`config.mk`:
```
export PLATFORM = sky130hd
export DESIGN_NAME = csa_pipe_adder
export DESIGN_NICKNAME = d
export VERILOG_FILES = /design/src/rtl/csa_pipe_adder.sv
export SDC_FILE = /design/constraint.sdc
export NUM_CORES = 1
export LEC_CHECK = 0
export CAP_MARGIN = 15
export CELL_PAD_IN_SITES_DETAIL_PLACEMENT = 1
export CELL_PAD_IN_SITES_GLOBAL_PLACEMENT = 2
export CORE_MARGIN = 10
export CORE_UTILIZATION = 31
export DETAILED_ROUTE_END_ITERATION = 10
export PLACE_DENSITY = 0.91
export SYNTH_ARGS = -nofsm -noshare
export SYNTH_HDL_FRONTEND = slang
export SYNTH_SLANG_ARGS = --single-unit
```
`constraint.sdc`:
```
create_clock -name clk -period 5.8 [get_ports clk]
set_clock_uncertainty 0.1 [all_clocks]
set_input_delay 1.16 -clock clk [delete_from_list [all_inputs] [get_ports clk]]
set_output_delay 1.16 -clock clk [all_outputs]
set_load 0.005 [all_outputs]
```
`src/rtl/csa_pipe_adder.sv`:
```
`timescale 1ns/1ps
`default_nettype none
// ============================================================================
// Module : csa_pipe_adder
// Brief  : Pipelined conditional-sum adder/subtractor, one SEG-bit segment per stage
// Rev    : 1.0
// ============================================================================
module csa_pipe_adder #(
  parameter int WIDTH = 8,
  parameter int SEG   = 4
) (
  input  logic             clk,
  input  logic             reset_n,
  input  logic             in_valid,
  output logic             in_ready,
  input  logic [WIDTH-1:0] a,
  input  logic [WIDTH-1:0] b,
  input  logic             ci,
  input  logic             sub,
  output logic             out_valid,
  input  logic             out_ready,
  output logic [WIDTH-1:0] sum,
  output logic             co,
  output logic             ovf
);

  localparam int STAGES = (WIDTH + SEG - 1) / SEG;

  logic                         stall;
  logic                         cin_eff;
  logic                         ovf_q;
  logic [STAGES-1:0]            stg_vld;
  logic [STAGES-1:0]            stg_cy;
  logic [STAGES-1:0][WIDTH-1:0] stg_res;
  // Operands entering stage i; stage 0 takes them straight from the ports.
  logic [STAGES-1:0][WIDTH-1:0] stg_opa;
  logic [STAGES-1:0][WIDTH-1:0] stg_opb;

  assign stall      = stg_vld[STAGES-1] & ~out_ready;
  assign in_ready   = ~stall;
  assign cin_eff    = sub | ci;
  assign stg_opa[0] = a;
  assign stg_opb[0] = sub ? ~b : b;

  for (genvar i = 0; i < STAGES; i++) begin : g_stage
    localparam int LO = i * SEG;
    localparam int SW = (i == STAGES - 1) ? (WIDTH - LO) : SEG;

    logic             vld_in, cy_in, cy_d;
    logic [WIDTH-1:0] res_in, res_d;
    logic [SW-1:0]    seg_a, seg_b;
    logic [SW:0]      sum0, sum1;
    logic             vld_q, cy_q;
    logic [WIDTH-1:0] res_q;

    if (i == 0) begin : g_head
      assign vld_in = in_valid;
      assign cy_in  = cin_eff;
      assign res_in = '0;
    end else begin : g_body
      assign vld_in = stg_vld[i-1];
      assign cy_in  = stg_cy[i-1];
      assign res_in = stg_res[i-1];
    end

    assign seg_a = SW'(stg_opa[i] >> LO);
    assign seg_b = SW'(stg_opb[i] >> LO);
    assign sum0  = {1'b0, seg_a} + {1'b0, seg_b};
    assign sum1  = {1'b0, seg_a} + {1'b0, seg_b} + (SW + 1)'(1);

    always_comb begin
      res_d            = res_in;
      res_d[LO +: SW]  = cy_in ? sum1[SW-1:0] : sum0[SW-1:0];
      cy_d             = cy_in ? sum1[SW] : sum0[SW];
    end

    always_ff @(posedge clk) begin
      if (!reset_n) begin
        vld_q <= 1'b0;
        cy_q  <= 1'b0;
        res_q <= '0;
      end else if (!stall) begin
        vld_q <= vld_in;
        cy_q  <= cy_d;
        res_q <= res_d;
      end
    end

    assign stg_vld[i] = vld_q;
    assign stg_cy[i]  = cy_q;
    assign stg_res[i] = res_q;

    if (i < STAGES - 1) begin : g_fwd
      logic [WIDTH-1:0] opa_q, opb_q;

      always_ff @(posedge clk) begin
        if (!reset_n) begin
          opa_q <= '0;
          opb_q <= '0;
        end else if (!stall) begin
          opa_q <= stg_opa[i];
          opb_q <= stg_opb[i];
        end
      end

      assign stg_opa[i+1] = opa_q;
      assign stg_opb[i+1] = opb_q;
    end else begin : g_last
      // Overflow is resolved alongside the top segment, where both operand MSBs are still at hand.
      always_ff @(posedge clk) begin
        if (!reset_n) begin
          ovf_q <= 1'b0;
        end else if (!stall) begin
          ovf_q <= (stg_opa[i][WIDTH-1] == stg_opb[i][WIDTH-1]) &&
                   (res_d[WIDTH-1] != stg_opa[i][WIDTH-1]);
        end
      end
    end
  end

  assign out_valid = stg_vld[STAGES-1];
  assign sum       = stg_res[STAGES-1];
  assign co        = stg_cy[STAGES-1];
  assign ovf       = ovf_q;

endmodule
`default_nettype wire

```
# --- Yosys cells after proc, flatten, opt, wreduce, memory -nomap -nowiden ---
# Index checks and enable logic that the tools add are counted.
word_totals:
  register_bits: 33
classes:
  eq_ne: 2
  muxes: 5
  n_reduce_logical: 1
  n_addsub: 4
  bitwise_logic: 5
op_table:
  columns: ["operator", "count"]
  rows:
  - ["$add 4x4->5", 2]
  - ["$add 5x1->5 const B", 2]
  - ["$mux 4", 2]
  - ["$mux 8", 1]
  - ["$not 8->8", 1]
  - ["$mux 1", 2]
  - ["$not 1->1", 2]
  - ["$and 1x1->1", 1]
  - ["$eq 1x1->1", 1]
  - ["$logic_and 1x1->1", 1]
  - ["$ne 1x1->1", 1]
  - ["$or 1x1->1", 1]

# --- Logic depth before layout (Yosys ltp) ---
logic_depth:
  depth_word: 5
  mapped_depth: 12
  ltp_nobuf: 11

# --- Worst setup path before layout ---
# Ideal clock, no wire load.
synth_path:
  path_kind: "input to register"
  start: "in sub"
  end: "reg g_stage[0].cy_q"
  slack_ns: 2.610
  arrival_ns: 2.969
  required_time_ns: 5.578
  path_stages: 11
  setup_ns: 0.122
  cell_sequence: "buf_2 xor2_1 ha_1 inv_1 fa_1 inv_1 ha_1 nor4b_1 mux2i_1 xnor2_1 o21ai_0"
synth_between:
  elab_chain_cells: 4
  word_cells_on_any_way: 5
synth_lines:
  columns: ["item", "line_no", "text"]
  rows:
  - ["start, declared", "19", "input logic sub,"]
  - ["$mux 8", "43", "assign stg_opb[0] = sub ? ~b : b;"]
  - ["$add 4x4->5", "68, 69", null]
  - ["$add 5x1->5", "69", "assign sum1 = {1'b0, seg_a} + {1'b0, seg_b} + (SW + 1)'(1);"]
  - ["$mux 1 (*)", "74", "cy_d = cy_in ? sum1[SW] : sum0[SW];"]
  - ["end signal, assigned", "84", "cy_q <= cy_d;"]
  - ["end, declared", "53", "logic vld_q, cy_q;"]
# Mark *: on every way between the ends. The rest lies on a longest branch, timed or not.
# A chain may end at the register's enable or synchronous reset.

# --- Final worst setup path ---
# Ends and elaborated chain as after synthesis.

==> metrics.txt <==
# TYPE chip_impl_metric gauge
chip_impl_metric{name="vdd_ir_drop_max",unit="mV"} 0.0826
chip_impl_metric{name="overall_die_area",unit="mm²"} 0.00762
chip_impl_metric{name="share_of_flip_flops_with_an_asynchronous_set_or_reset",unit=""} 0
chip_impl_info{name="crit_path_top_delay_cell",value="sky130_fd_sc_hd__clkdlybuf4s50_1"} 1
chip_impl_metric{name="via_per_inst",unit=""} 5.04
chip_impl_metric{name="timing.final.max_slew_violations",unit=""} 0
chip_impl_metric{name="start_util",unit=""} 0.322
chip_impl_metric{name="wirelength",unit="µm"} 3510
chip_impl_info{name="synth_flop_cell",value="sky130_fd_sc_hd__dfxtp_1"} 1
chip_impl_metric{name="syn_warnings",unit=""} 0
chip_impl_metric{name="crit_cells",unit=""} 11
chip_impl_metric{name="power.leakage",unit="nW"} 0.808
chip_impl_metric{name="post_cts.repair.setup_buffers",unit=""} 0
chip_impl_metric{name="final_stage_net_count",unit=""} 222
chip_impl_metric{name="seq_area_frac_synth",unit=""} 0.357
chip_impl_metric{name="die_w",unit="µm"} 87.3
chip_impl_metric{name="total_via_count_after_detailed_routing",unit=""} 1204
chip_impl_metric{name="synthesis.area",unit="mm²"} 0.00140
chip_impl_metric{name="drt_pass_1_iters",unit=""} 4
chip_impl_metric{name="ff2ff_path_depth",unit=""} 8
chip_impl_metric{name="grt_pass1_wl",unit="µm"} 5760
chip_impl_info{name="most_frequent_cell_after_synthesis",value="sky130_fd_sc_hd__nand2_1"} 1
chip_impl_metric{name="pin_slew_with_the_least_headroom_to_its_limit",unit="ns"} 0.828
chip_impl_metric{name="avgRoutedWirePerCell",unit="µm"} 14.7
chip_impl_metric{name="clock_pin_transition_on_the_worst_setup_and_hold_timing_paths",unit="ns"} 0.09
chip_impl_info{name="critical_path_class",value="primary input to flip-flop"} 1
chip_impl_metric{name="cts-hold-fix-buffers",unit=""} 0
chip_impl_metric{name="synth_edf_count",unit=""} 0
chip_impl_info{name="timing.critical_path.to_type",value="flip-flop"} 1
chip_impl_metric{name="synth_area_per_cell",unit="µm²"} 8.93
chip_impl_metric{name="io_buffer_count",unit=""} 33
chip_impl_metric{name="dp_hpwl",unit="µm"} 2780
chip_impl_metric{name="remaining_drc_errors",unit=""} 0
chip_impl_metric{name="cts_buffer_depth",unit=""} 2
chip_impl_metric{name="dieHeight",unit="µm"} 87.3
chip_impl_metric{name="final-hold-violation-count",unit=""} 0
chip_impl_metric{name="cts_buffer_count",unit=""} 3
chip_impl_metric{name="whs_path_depth",unit=""} 2
chip_impl_metric{name="max_freq",unit="MHz"} 264
chip_impl_metric{name="gp_routability_congestion",unit=""} 0.862
chip_impl_info{name="setup_repair_after_global_routing_missed_its_margin",value="no"} 1
chip_impl_metric{name="timing.setup.tns",unit="ns"} 0
chip_impl_info{name="min_path_type",value="flip-flop to flip-flop"} 1
chip_impl_metric{name="antenna_found_initial",unit=""} 0
chip_impl_metric{name="synth-seq-cells",unit=""} 25
chip_impl_metric{name="cap_viol_max_count",unit=""} 0
chip_impl_metric{name="synthesis.instances",unit=""} 157
chip_impl_metric{name="clock-sinks",unit=""} 25
chip_impl_metric{name="n_antenna_cell",unit=""} 0
chip_impl_metric{name="pwr_density_cell",unit="mW/mm²"} 245
chip_impl_metric{name="critical_path_buf_inv_count",unit=""} 3
chip_impl_metric{name="ios",unit=""} 34
chip_impl_info{name="run_status",value="complete, no violations"} 1
chip_impl_info{name="clk_root_buffer_cell",value="sky130_fd_sc_hd__clkbuf_8"} 1
chip_impl_metric{name="setup.reg_to_reg.worst_slack",unit="ns"} 3.47
chip_impl_info{name="yosys.area.top_type",value="sky130_fd_sc_hd__dfxtp_1"} 1
chip_impl_metric{name="timing.critical_path.fanout_max",unit=""} 12
chip_impl_info{name="ys_top_cells_by_area",value="sky130_fd_sc_hd__dfxtp_1 36%, sky130_fd_sc_hd__ha_1 8.9%, sky130_fd_sc_hd__nand2_1 8.0%, sky130_fd_sc_hd__xnor2_1 6.9%, sky130_fd_sc_hd__xor2_1 6.2%"} 1
chip_impl_metric{name="synth.net_count",unit=""} 191
chip_impl_metric{name="vias_in_the_first_global_route",unit=""} 1290
chip_impl_metric{name="worst_ep_arrival_time",unit="ns"} 3.85
chip_impl_metric{name="drt.antenna.violating_nets",unit=""} 0
chip_impl_info{name="cts_tree",value="built"} 1
chip_impl_info{name="launching_element_type_of_the_critical_path",value="primary input"} 1
chip_impl_info{name="post_synth_most_frequent_cells",value="30 x sky130_fd_sc_hd__nand2_1, 25 x sky130_fd_sc_hd__dfxtp_1, 11 x sky130_fd_sc_hd__xnor2_1"} 1
chip_impl_metric{name="placement_rows",unit=""} 24
chip_impl_metric{name="synth.lib_cells_used.distinct",unit=""} 26
chip_impl_metric{name="globalRouteTotalUtil",unit=""} 0.0940
chip_impl_metric{name="layout_cells_sized_above_1",unit=""} 0.0267
chip_impl_metric{name="number_of_design_rule_violations_left_by_the_first_detailed_router_iteration",unit=""} 65
chip_impl_metric{name="grt_overflow",unit=""} 0
chip_impl_metric{name="final_design_area_no_fill",unit="mm²"} 0.00182
chip_impl_metric{name="period_share",unit=""} 0.654
chip_impl_metric{name="cts.repair.resized",unit=""} 0
chip_impl_metric{name="period_minus_slack",unit="ns"} 3.79
chip_impl_metric{name="slew_headroom",unit=""} 0.446
chip_impl_metric{name="clk_latency",unit="ns"} 0.27
chip_impl_metric{name="synth_to_final_area_change",unit="%"} 30.0
chip_impl_metric{name="pin_count_of_the_biggest_net_entering_global_routing",unit=""} 31
chip_impl_metric{name="timing.critical_path.slowest_cell_delay",unit="ns"} 0.84
chip_impl_metric{name="cts.htree.levels",unit=""} 1
chip_impl_metric{name="critical_path_required",unit="ns"} 5.86
chip_impl_metric{name="yosys.area.top_type_share",unit=""} 0.357
chip_impl_metric{name="core_area",unit="mm²"} 0.00435
chip_impl_info{name="critPathTopFamily",value="buffers and inverters"} 1
chip_impl_metric{name="area_post_placement",unit="mm²"} 0.00178
chip_impl_info{name="critical_path.cell_chain",value="clkdlybuf4s50_1, xor2_1, ha_1, inv_1, fa_1, inv_1, ha_1, nor4b_1, mux2i_1, xnor2_1, o21ai_0"} 1
chip_impl_metric{name="setup_viol",unit=""} 0
==> per-layer routing <==
layer	wire, µm	vias to the layer above	global-route usage
li1	-	597	-
met1	1530	571	0.0945
met2	1650	31	0.165
met3	253	5	0.0290
met4	83	0	0.0565
met5	0	-	0
==> cell usage in the layout, fill, tap and decap left out, drive strengths merged, types with 6 or more instances in the layout <==
cell type,count
dfxtp,25
o211a,8
xnor2,11
o21ai,8
a21oi,6
xor2,10
inv,6
nand2,30
ha,10
a21boi,9
clkdlybuf4s50,33
==> power by group <==
part	internal [mW]	total (mW)	switching [mW]
sequential	0.192	0.206	0.0134
clock	0.0492	0.104	0.0551
combinational	0.0756	0.138	0.0619
total	0.317	0.447	0.130
==> final timing paths <==
path | end | from
setup / recovery | g_stage[0].cy_q$_SDFFE_PN0N_ | sub
hold / removal | ovf$_SDFFE_PN0N_ | ovf$_SDFFE_PN0N_
setup reg to reg | co$_SDFFE_PN0N_ | g_stage[0].g_fwd.opa_q[4]$_SDFFE_PN0N_
hold reg to reg | ovf$_SDFFE_PN0N_ | ovf$_SDFFE_PN0N_
==> cell families after synthesis <==
| kind of cell | share of synthesized area |
|---|---|
| AO/OA/AOI/OAI | 0.194 |
| XOR/XNOR | 0.131 |
| adder cells (fa/ha/maj) | 0.118 |
| buffers and inverters | 0.0410 |
| flip-flops | 0.357 |
| multiplexers | 0.0214 |
| AND/OR/NAND/NOR | 0.138 |
==> layout make-up <==
class | count | area [µm²]
Inverter | 6 | 22.5
Tap cell | 52 | 65.1
Fill cell | 504 | 2530
Clock buffer | 4 | 45.0
Multi-Input combinational cell | 117 | 845
Timing Repair Buffer | 35 | 345
Sequential cell | 25 | 500
==> stage by stage <==
stage | hold WS [ns] | instances | power [mW] | util | setup WS [ns]
global route | 0.401 | 239 | 0.478 | 0.419 | 1.69
global placement | 0.349 | 235 | 0.340 | 0.408 | 1.94
floorplan | 0.340 | 157 | 0.292 | - | 2.61
detailed placement | 0.369 | 235 | 0.349 | 0.408 | 1.72
CTS | 0.381 | 239 | 0.455 | 0.419 | 2.02
finish | 0.374 | 239 | 0.447 | 0.419 | 2.01
==> sequential cells by signal, summed over array words and instances (netlist names) <==
name and flops:
g_stage.vld_q 1, out_valid 1, g_stage.g_fwd.opb_q 4, g_stage.res_q 4, g_stage.cy_q 1, sum 8
ovf 1, g_stage.g_fwd.opa_q 4, co 1
==> tightest hold or removal path: cells and delay by family (launching register included) <==
family | cells | cell delay (ns)
flops | 1 | 0.32
simple gates | 1 | 0.06
compound gates | 1 | 0.06
Power figures use the tool's default switching activity.
